File: src/rtl/fetch_stage_if.sv
// Fetch-stage bundle: sram-like instruction bus plus the DE-side control and IF/DE register outputs.
// The master side is the fetch stage; the slave side is the memory/pipeline environment.
interface fetch_stage_if;
  logic        inst_req;
  logic [31:0] inst_addr;
  logic        inst_addr_ok;
  logic        inst_data_ok;
  logic [31:0] inst_rdata;

  logic        DE_PcSelecter;
  logic [31:0] DE_Target;
  logic        DE_Stall;
  logic        EXC_Redirect;
  logic [31:0] EXC_Target;

  logic [31:0] DE_Inst;
  logic [31:0] DE_Pc;
  logic        DE_Valid;
  logic        DE_AdEL;

  modport master (
    output inst_req, inst_addr, DE_Inst, DE_Pc, DE_Valid, DE_AdEL,
    input  inst_addr_ok, inst_data_ok, inst_rdata,
           DE_PcSelecter, DE_Target, DE_Stall, EXC_Redirect, EXC_Target
  );

  modport slave (
    input  inst_req, inst_addr, DE_Inst, DE_Pc, DE_Valid, DE_AdEL,
    output inst_addr_ok, inst_data_ok, inst_rdata,
           DE_PcSelecter, DE_Target, DE_Stall, EXC_Redirect, EXC_Target
  );
endinterface

File: src/rtl/fetch_stage.sv
// MIPS instruction fetch stage: one outstanding sram-like read, IF/DE register, delay-slot
// aware branch redirect and exception redirect with cancellation of the in-flight read.
module fetch_stage #(
  parameter logic [31:0] RESET_PC = 32'hBFC0_0000
) (
  input  logic               clk,
  input  logic               rst,
  fetch_stage_if.master      fif
);

  typedef enum logic [1:0] {S_REQ, S_WAIT, S_FULL, S_HALT} state_t;

  state_t      r_state;
  logic [31:0] r_pc;
  logic [31:0] r_fpc;
  logic [31:0] r_buf;
  logic [31:0] r_ptgt;
  logic        r_pend;
  logic        r_cancel;
  logic [31:0] r_de_inst;
  logic [31:0] r_de_pc;
  logic        r_de_valid;
  logic        r_de_adel;

  logic        w_misaligned;
  logic        w_accept;
  logic        w_branch;
  logic [31:0] w_slot;
  logic [31:0] w_seq_pc;

  assign w_misaligned = |r_pc[1:0];
  assign w_accept     = (r_state == S_REQ) && !w_misaligned && fif.inst_addr_ok;
  assign w_branch     = fif.DE_PcSelecter && r_de_valid && !fif.DE_Stall;
  assign w_slot       = r_de_pc + 32'd4;
  assign w_seq_pc     = r_pend ? r_ptgt : (r_pc + 32'd4);

  always_ff @(posedge clk) begin
    if (rst) begin
      r_state    <= S_REQ;
      r_pc       <= RESET_PC;
      r_fpc      <= 32'd0;
      r_buf      <= 32'd0;
      r_ptgt     <= 32'd0;
      r_pend     <= 1'b0;
      r_cancel   <= 1'b0;
      r_de_inst  <= 32'd0;
      r_de_pc    <= 32'd0;
      r_de_valid <= 1'b0;
      r_de_adel  <= 1'b0;
    end else if (fif.EXC_Redirect) begin
      r_pc       <= fif.EXC_Target;
      r_pend     <= 1'b0;
      r_de_inst  <= 32'd0;
      r_de_pc    <= 32'd0;
      r_de_valid <= 1'b0;
      r_de_adel  <= 1'b0;
      case (r_state)
        S_REQ: begin
          // A request accepted in the redirect cycle still returns data; mark it for dropping.
          if (w_accept) begin
            r_fpc    <= r_pc;
            r_cancel <= 1'b1;
            r_state  <= S_WAIT;
          end
        end
        S_WAIT: begin
          if (fif.inst_data_ok) begin
            r_cancel <= 1'b0;
            r_state  <= S_REQ;
          end else begin
            r_cancel <= 1'b1;
          end
        end
        default: begin
          r_cancel <= 1'b0;
          r_state  <= S_REQ;
        end
      endcase
    end else begin
      if (w_accept) begin
        r_fpc  <= r_pc;
        r_pend <= 1'b0;
        r_pc   <= w_branch ? fif.DE_Target : w_seq_pc;
      end else if (w_branch) begin
        // Delay slot not yet requested: let it go out first, then jump.
        if (r_pc == w_slot) begin
          r_pend <= 1'b1;
          r_ptgt <= fif.DE_Target;
        end else begin
          r_pc <= fif.DE_Target;
        end
      end

      if (!fif.DE_Stall) begin
        r_de_inst  <= 32'd0;
        r_de_pc    <= 32'd0;
        r_de_valid <= 1'b0;
        r_de_adel  <= 1'b0;
      end

      case (r_state)
        S_REQ: begin
          if (w_misaligned) begin
            if (!fif.DE_Stall) begin
              r_de_inst  <= 32'd0;
              r_de_pc    <= r_pc;
              r_de_valid <= 1'b1;
              r_de_adel  <= 1'b1;
              r_state    <= S_HALT;
            end
          end else if (w_accept) begin
            r_state <= S_WAIT;
          end
        end
        S_WAIT: begin
          if (fif.inst_data_ok) begin
            if (r_cancel) begin
              r_cancel <= 1'b0;
              r_state  <= S_REQ;
            end else if (fif.DE_Stall) begin
              r_buf   <= fif.inst_rdata;
              r_state <= S_FULL;
            end else begin
              r_de_inst  <= fif.inst_rdata;
              r_de_pc    <= r_fpc;
              r_de_valid <= 1'b1;
              r_de_adel  <= 1'b0;
              r_state    <= S_REQ;
            end
          end
        end
        S_FULL: begin
          if (!fif.DE_Stall) begin
            r_de_inst  <= r_buf;
            r_de_pc    <= r_fpc;
            r_de_valid <= 1'b1;
            r_de_adel  <= 1'b0;
            r_state    <= S_REQ;
          end
        end
        default: begin
        end
      endcase
    end
  end

  assign fif.inst_req  = (r_state == S_REQ) && !w_misaligned && !rst;
  assign fif.inst_addr = r_pc;
  assign fif.DE_Inst   = r_de_inst;
  assign fif.DE_Pc     = r_de_pc;
  assign fif.DE_Valid  = r_de_valid;
  assign fif.DE_AdEL   = r_de_adel;

endmodule

File: src/flat_wrapper.sv
// flat-port wrapper written by rule: the top's interface ports become plain ports
module fetch_stage_flat 
#(
  parameter logic [31:0] RESET_PC = 32'hBFC0_0000
)
  (clk, rst, fif_inst_req, fif_inst_addr, fif_DE_Inst, fif_DE_Pc, fif_DE_Valid, fif_DE_AdEL, fif_inst_addr_ok, fif_inst_data_ok, fif_inst_rdata, fif_DE_PcSelecter, fif_DE_Target, fif_DE_Stall, fif_EXC_Redirect, fif_EXC_Target);
  fetch_stage_if fif_i ();
  input  logic clk;
  input  logic rst;
  output wire logic [$bits(fif_i.inst_req)-1:0] fif_inst_req;
  output wire logic [$bits(fif_i.inst_addr)-1:0] fif_inst_addr;
  output wire logic [$bits(fif_i.DE_Inst)-1:0] fif_DE_Inst;
  output wire logic [$bits(fif_i.DE_Pc)-1:0] fif_DE_Pc;
  output wire logic [$bits(fif_i.DE_Valid)-1:0] fif_DE_Valid;
  output wire logic [$bits(fif_i.DE_AdEL)-1:0] fif_DE_AdEL;
  input wire logic [$bits(fif_i.inst_addr_ok)-1:0] fif_inst_addr_ok;
  input wire logic [$bits(fif_i.inst_data_ok)-1:0] fif_inst_data_ok;
  input wire logic [$bits(fif_i.inst_rdata)-1:0] fif_inst_rdata;
  input wire logic [$bits(fif_i.DE_PcSelecter)-1:0] fif_DE_PcSelecter;
  input wire logic [$bits(fif_i.DE_Target)-1:0] fif_DE_Target;
  input wire logic [$bits(fif_i.DE_Stall)-1:0] fif_DE_Stall;
  input wire logic [$bits(fif_i.EXC_Redirect)-1:0] fif_EXC_Redirect;
  input wire logic [$bits(fif_i.EXC_Target)-1:0] fif_EXC_Target;
  assign fif_inst_req = fif_i.inst_req;
  assign fif_inst_addr = fif_i.inst_addr;
  assign fif_DE_Inst = fif_i.DE_Inst;
  assign fif_DE_Pc = fif_i.DE_Pc;
  assign fif_DE_Valid = fif_i.DE_Valid;
  assign fif_DE_AdEL = fif_i.DE_AdEL;
  assign fif_i.inst_addr_ok = fif_inst_addr_ok;
  assign fif_i.inst_data_ok = fif_inst_data_ok;
  assign fif_i.inst_rdata = fif_inst_rdata;
  assign fif_i.DE_PcSelecter = fif_DE_PcSelecter;
  assign fif_i.DE_Target = fif_DE_Target;
  assign fif_i.DE_Stall = fif_DE_Stall;
  assign fif_i.EXC_Redirect = fif_EXC_Redirect;
  assign fif_i.EXC_Target = fif_EXC_Target;
  fetch_stage #(.RESET_PC(RESET_PC)) u_core (.clk(clk), .rst(rst), .fif(fif_i));
endmodule
File: config.mk
export PLATFORM = sky130hd
export DESIGN_NAME = fetch_stage_flat
export DESIGN_NICKNAME = d
export VERILOG_FILES = /design/src/rtl/fetch_stage_if.sv /design/src/rtl/fetch_stage.sv /design/src/flat_wrapper.sv
export SDC_FILE = /design/constraint.sdc
export NUM_CORES = 1
export LEC_CHECK = 0
export ABC_CLOCK_PERIOD_IN_PS = 3770
export BUFFER_PORTS_ARGS = -buffer_cell sky130_fd_sc_hd__buf_4
export CORE_MARGIN = 5
export CORE_UTILIZATION = 50
export CTS_CLUSTER_SIZE = 16
export DETAILED_ROUTE_END_ITERATION = 16
export PLACE_DENSITY = 0.85
export SYNTH_ARGS = -nofsm -noshare
export SYNTH_HDL_FRONTEND = slang
export SYNTH_SLANG_ARGS = --single-unit
File: constraint.sdc
create_clock -name clk -period 3.77 [get_ports clk]
set_clock_uncertainty 0.15 [all_clocks]
set_input_delay 0 -clock clk [delete_from_list [all_inputs] [get_ports clk]]
set_output_delay 0 -clock clk [all_outputs]
set_load 0.005 [all_outputs]
Word-level counts from Yosys, hierarchy flattened
Cells that the tools add are included.
W data, S select, Z words.
Cells by class
  add/subtract/negate cells: 2
  equal/unequal tests: 9
  multiplexer cells: 54
  bitwise logic cells: 3
  reduce and logical (&&, ||, !) cells: 22
Operator list (count)
  $mux W32: 22
  $pmux W32 S3: 2
  $add A32 B3 Y32 const B: 2
  $eq A32 B32 Y1: 1
  $mux W2: 9
  $mux W1: 16
  $reduce_and A4 Y1: 2
  $ne A3 B2 Y1 const B: 2
  $pmux W1 S3: 2
  $pmux W2 S3: 1
  $logic_and A1 B1 Y1: 5
  $reduce_and A5 Y1: 1
  $ne A4 B4 Y1 const B: 1
  $pmux W2 S2: 1
  $reduce_and A2 Y1: 2
  $reduce_bool A2 Y1: 2
  $reduce_bool A4 Y1: 1
  $reduce_or A2 Y1: 2
  $logic_not A1 Y1: 3
  $ne A3 B3 Y1 const B: 1
  $not A1 Y1: 3
  $reduce_and A3 Y1: 1
  $reduce_bool A3 Y1: 1
  $reduce_or A3 Y1: 1
  other kinds (6): 6
Word-level totals
  flip-flop bits (word level): 198
  output and inout bits: 99
  word-level logic and storage cells: 101

Logic depth before layout (Yosys ltp)
  word-level depth: 8
  depth in mapped cells: 12

Least setup slack after synthesis
Ideal clock, no wire load.
  path kind: flip-flop to flip-flop
  start: reg u_core.r_de_pc[2], in the netlist u_core.fif.DE_Pc[2]
  end: reg u_core.r_pc[25], in the netlist u_core.fif.inst_addr[25]
  setup time: 141 ps
  arrival time: 2714 ps
  data required time: 3479 ps
  setup slack: 765 ps
  cell stages (with the launch flop): 13
  buffers on the path: 2
  cell sequence: dfxtp_1 ha_1 nand4_2 nor4b_2 nand4_1 a222oi_1 o2111ai_1 nor4b_2 a21oi_1 buf_6 buf_2 nand3_1 o211ai_1
Between the ends
  longest elaborated chain between the ends: 4
Ends and longest elaborated chain
  start, declared: RTL line fetch_stage.sv:21  | logic [31:0] r_de_pc;
  start signal, assigned: RTL line fetch_stage.sv:106  | r_de_pc <= r_pc;
  start signal, assigned: RTL line fetch_stage.sv:125  | r_de_pc <= r_fpc;
  start signal, assigned: RTL line fetch_stage.sv:135  | r_de_pc <= r_fpc;
  $add A32 B3 Y32: RTL line fetch_stage.sv:34  | assign w_slot = r_de_pc + 32'd4;
  $eq A32 B32 Y1: RTL line fetch_stage.sv:86  | if (r_pc == w_slot) begin
  $ne A3 B2 Y1 (no line)
  $reduce_and A2 Y1 (no line)
  end signal, assigned: RTL line fetch_stage.sv:51  | r_pc <= fif.EXC_Target;
  end signal, assigned: RTL line fetch_stage.sv:83  | r_pc <= w_branch ? fif.DE_Target : w_seq_pc;
  end signal, assigned: RTL line fetch_stage.sv:90  | r_pc <= fif.DE_Target;
  end, declared: RTL line fetch_stage.sv:14  | logic [31:0] r_pc;
No other way between the ends.
A chain may end at the register's enable or synchronous reset.

Final worst setup path
  start: reg u_core.r_de_pc[8], in the netlist u_core.fif.DE_Pc[8]
  end: reg u_core.r_ptgt[3]
Between the ends
  longest elaborated chain between the ends: 3
Ends and longest elaborated chain
  $add A32 B3 Y32: RTL line fetch_stage.sv:34
  $eq A32 B32 Y1: RTL line fetch_stage.sv:86
  $reduce_and A4 Y1 (no line)
  end signal, assigned: RTL line fetch_stage.sv:88  | r_ptgt <= fif.DE_Target;
  end, declared: RTL line fetch_stage.sv:17  | logic [31:0] r_ptgt;
No other way between the ends.

==> run metrics <==
status=finished, final reports clean; Die ar.=between 0.02 and 0.025 mm2; minimum clock period=~3.6 ns; sw frac=34.1%; fraction of final layout cells sized beyond drive strength 1=slightly above 20%; placed cells=about 1700; vias post-DR=between 10000 and 15000; dpl hpwl=22200 um; P_sw=between 1.5 and 2 mW; row count=52; Worst Setup Start Kind=flip-flop; cts bufs inserted=17; Critical Path RT=between 3 and 4 ns; Clock Path Buffers=2; non-filler cells, final=between 1500 and 2000; Starting Density=a little over 50%; gr ovfl total=0; Final Hold Fails=0; I/O Pins=slightly above 200; Slew Viols, Final=0; Final setup viols=0; power share of the combinational group=between 20% and 30%; Layout Utilization=roughly 68%; Post-CTS Setup Bufs=0; CTS H-tree depth=4; #FFs+latches synth=between 150 and 200; Synth Flop Type=dfxtp_1; leak pwr=roughly 5.7 nW; Final Wtd Congestion=around 0.93; pin count of the biggest net entering global routing=~100; Post-synth EDFFs=0; total track usage=30.2%; area grow syn2layout=34.5%; Achievable Freq=276 MHz; Final Cycle Share=a little over nine tenths; Syn. warnings=0; FFs w/ async S/R, synth=0%; core area=slightly above 0.02 mm2; most frequent cells in the layout=buf_4, nand2_1, dfxtp_1; via/cell ratio=roughly 6; CTS root buf=clkbuf_16; Clock transition at path regs=around 0.08 ns; Total Wirelength=36200 um; synthesized area per cell=~8.0 um2; Clk Latency, worst-skew pair=between 0.4 and 0.5 ns; Max VDD drop=354 uV; internal power=roughly 3.7 mW; crit path max fanout=32; CP Capture Type=flip-flop; relative slew slack=about a fifth; global-route wire length before repair=slightly below 60000 um; initial antenna violation count=0; Hold WC Path Type=in -> reg; DRC viols=0; Post-Synthesis Cells=around 1300; number of antenna diodes=0; drt pass-1 iters=7; Synth top area share=39.0%; post-synth cell types=72; setup TNS=0 ns; pwr dens=413 mW/mm2; CTS tree=done; Slew @ Worst Pin=approximately 1.2 ns; Layout Nets=between 1500 and 2000; Die Y-Extent=153 um; data arrival time of the worst path=roughly 3.8 ns; WL per Instance=~20 um; Die Wd=153 um; Seq/Total Area, Yosys=roughly 39%; max-cap viol count=0; dominant cell type by area after synthesis=dfxtp_1; critical path class=reg -> reg; commonest non-fill, non-tap cell in the layout=buf_4; clock sink total=approximately 200; RSZ-0062 raised after global routing=false; number of global-route vias before repair=10800; DRT iter0 DRCs=roughly 1200; Synth Net Count=between 1000 and 1500; Synth area leaders=dfxtp_1, nand2_1, mux2i_1, nor2_1, a21oi_1; Clock Power Share=around 34%; sequential share of power=between 40% and 50%; number of antenna-violating nets in the routed design=0; Post-Syn Area=between 0.01 and 0.015 mm2; Port Buffers=201
## area by class of cell
cell class	instances	area [um2]
Inverter	19	71.3
Clock inverter	15	194
Fill cell	1438	6420
Timing Repair Buffer	356	2960
Tap cell	270	338
Multi-Input combinational cell	937	5730
Sequential cell	198	3970
Clock buffer	17	425
## per-layer routing
metal  up-vias  wire, um  track usage (%)
li1       4962         -                -
met1      5114     13300             36.0
met2       668     17500             50.5
met3       139      3400             7.58
met4         0      1990             15.1
met5         -         0                0
## critical path: stages (launching register included)
cell,delay [ns]
dfxtp_1,0.54
nand3_1,0.40
nor3_4,0.37
a31oi_1,0.14
a2111oi_0,0.48
nand4_1,0.28
nor4_2,0.34
nand2_2,0.08
buf_4,0.32
mux2i_1,0.25
nor2_1,0.09
## flip-flops by register name (all words and copies together) (netlist names)
name,count
u_core.r_pend,1
u_core.r_buf,32
u_core.fif.DE_Inst,32
u_core.r_ptgt,32
u_core.fif.DE_AdEL,1
u_core.r_cancel,1
u_core.fif.inst_addr,32
u_core.r_fpc,32
u_core.fif.DE_Pc,32
u_core.fif.DE_Valid,1
u_core.r_state,2
## stage by stage
stage                     total power, mW  hold WS, ns  setup slack [ns]  cell area, um2
after CTS                            5.60       0.0722             0.111           13600
after detailed placement             3.65       0.0971             0.205           11900
after global placement               3.63       0.0886             0.302           11900
after global routing                 5.87        0.114            0.0163           13700
after floorplan                      3.14      -0.0140             0.765           10200
final                                5.64       0.0956             0.141           13700
## power by group through the flow
stage	Clock (mW)	Combinational (mW)	Sequential, mW
2_1_floorplan	0	0.825	2.32
3_3_place_gp	0	1.27	2.35
3_5_place_dp	0	1.30	2.35
4_1_cts	1.90	1.39	2.31
5_1_grt	2.00	1.55	2.32
6_report	1.89	1.44	2.31
## logic make-up after synthesis
family | synth area share (%)
muxes | 7.89
adders and majority gates | 0.738
DFF | 39.0
AOI/OAI and AO/OA | 19.9
and+or+nand+nor | 21.0
xor gates and xnor gates | 6.20
buffers and inverters | 5.28
## synth_stat cells (all sizes together) (19+ instances only)
library cell,instances
a21oi,95
a22o,32
a22oi,55
clkbuf,100
dfxtp,198
inv,19
mux2i,79
nand2,219
nand3,27
nor2,132
o21ai,69
xnor2,46
xor2,26
## what timing repair did
action	CTS	global route
endpoints found under the setup margin	0	49
resized for setup	0	6
endpoints found under the hold margin	140	0
hold buffers	110	0
## worst paths after layout
kind	from	to	depth (start not counted)	slack, ns
worst min register to register	u_core.r_buf[27]$_SDFFE_PP0P_	u_core.r_buf[27]$_SDFFE_PP0P_	2	0.31
worst max register to register	u_core.fif.DE_Pc[8]$_SDFF_PP0_	u_core.r_ptgt[3]$_SDFFE_PP0P_	10	0.14
worst min-delay path	fif_DE_PcSelecter	u_core.r_pend$_SDFFE_PP0P_	6	0.1
worst max-delay path	u_core.fif.DE_Pc[8]$_SDFF_PP0_	u_core.r_ptgt[3]$_SDFFE_PP0P_	10	0.14
No activity file was read; power rests on OpenSTA's default activity.
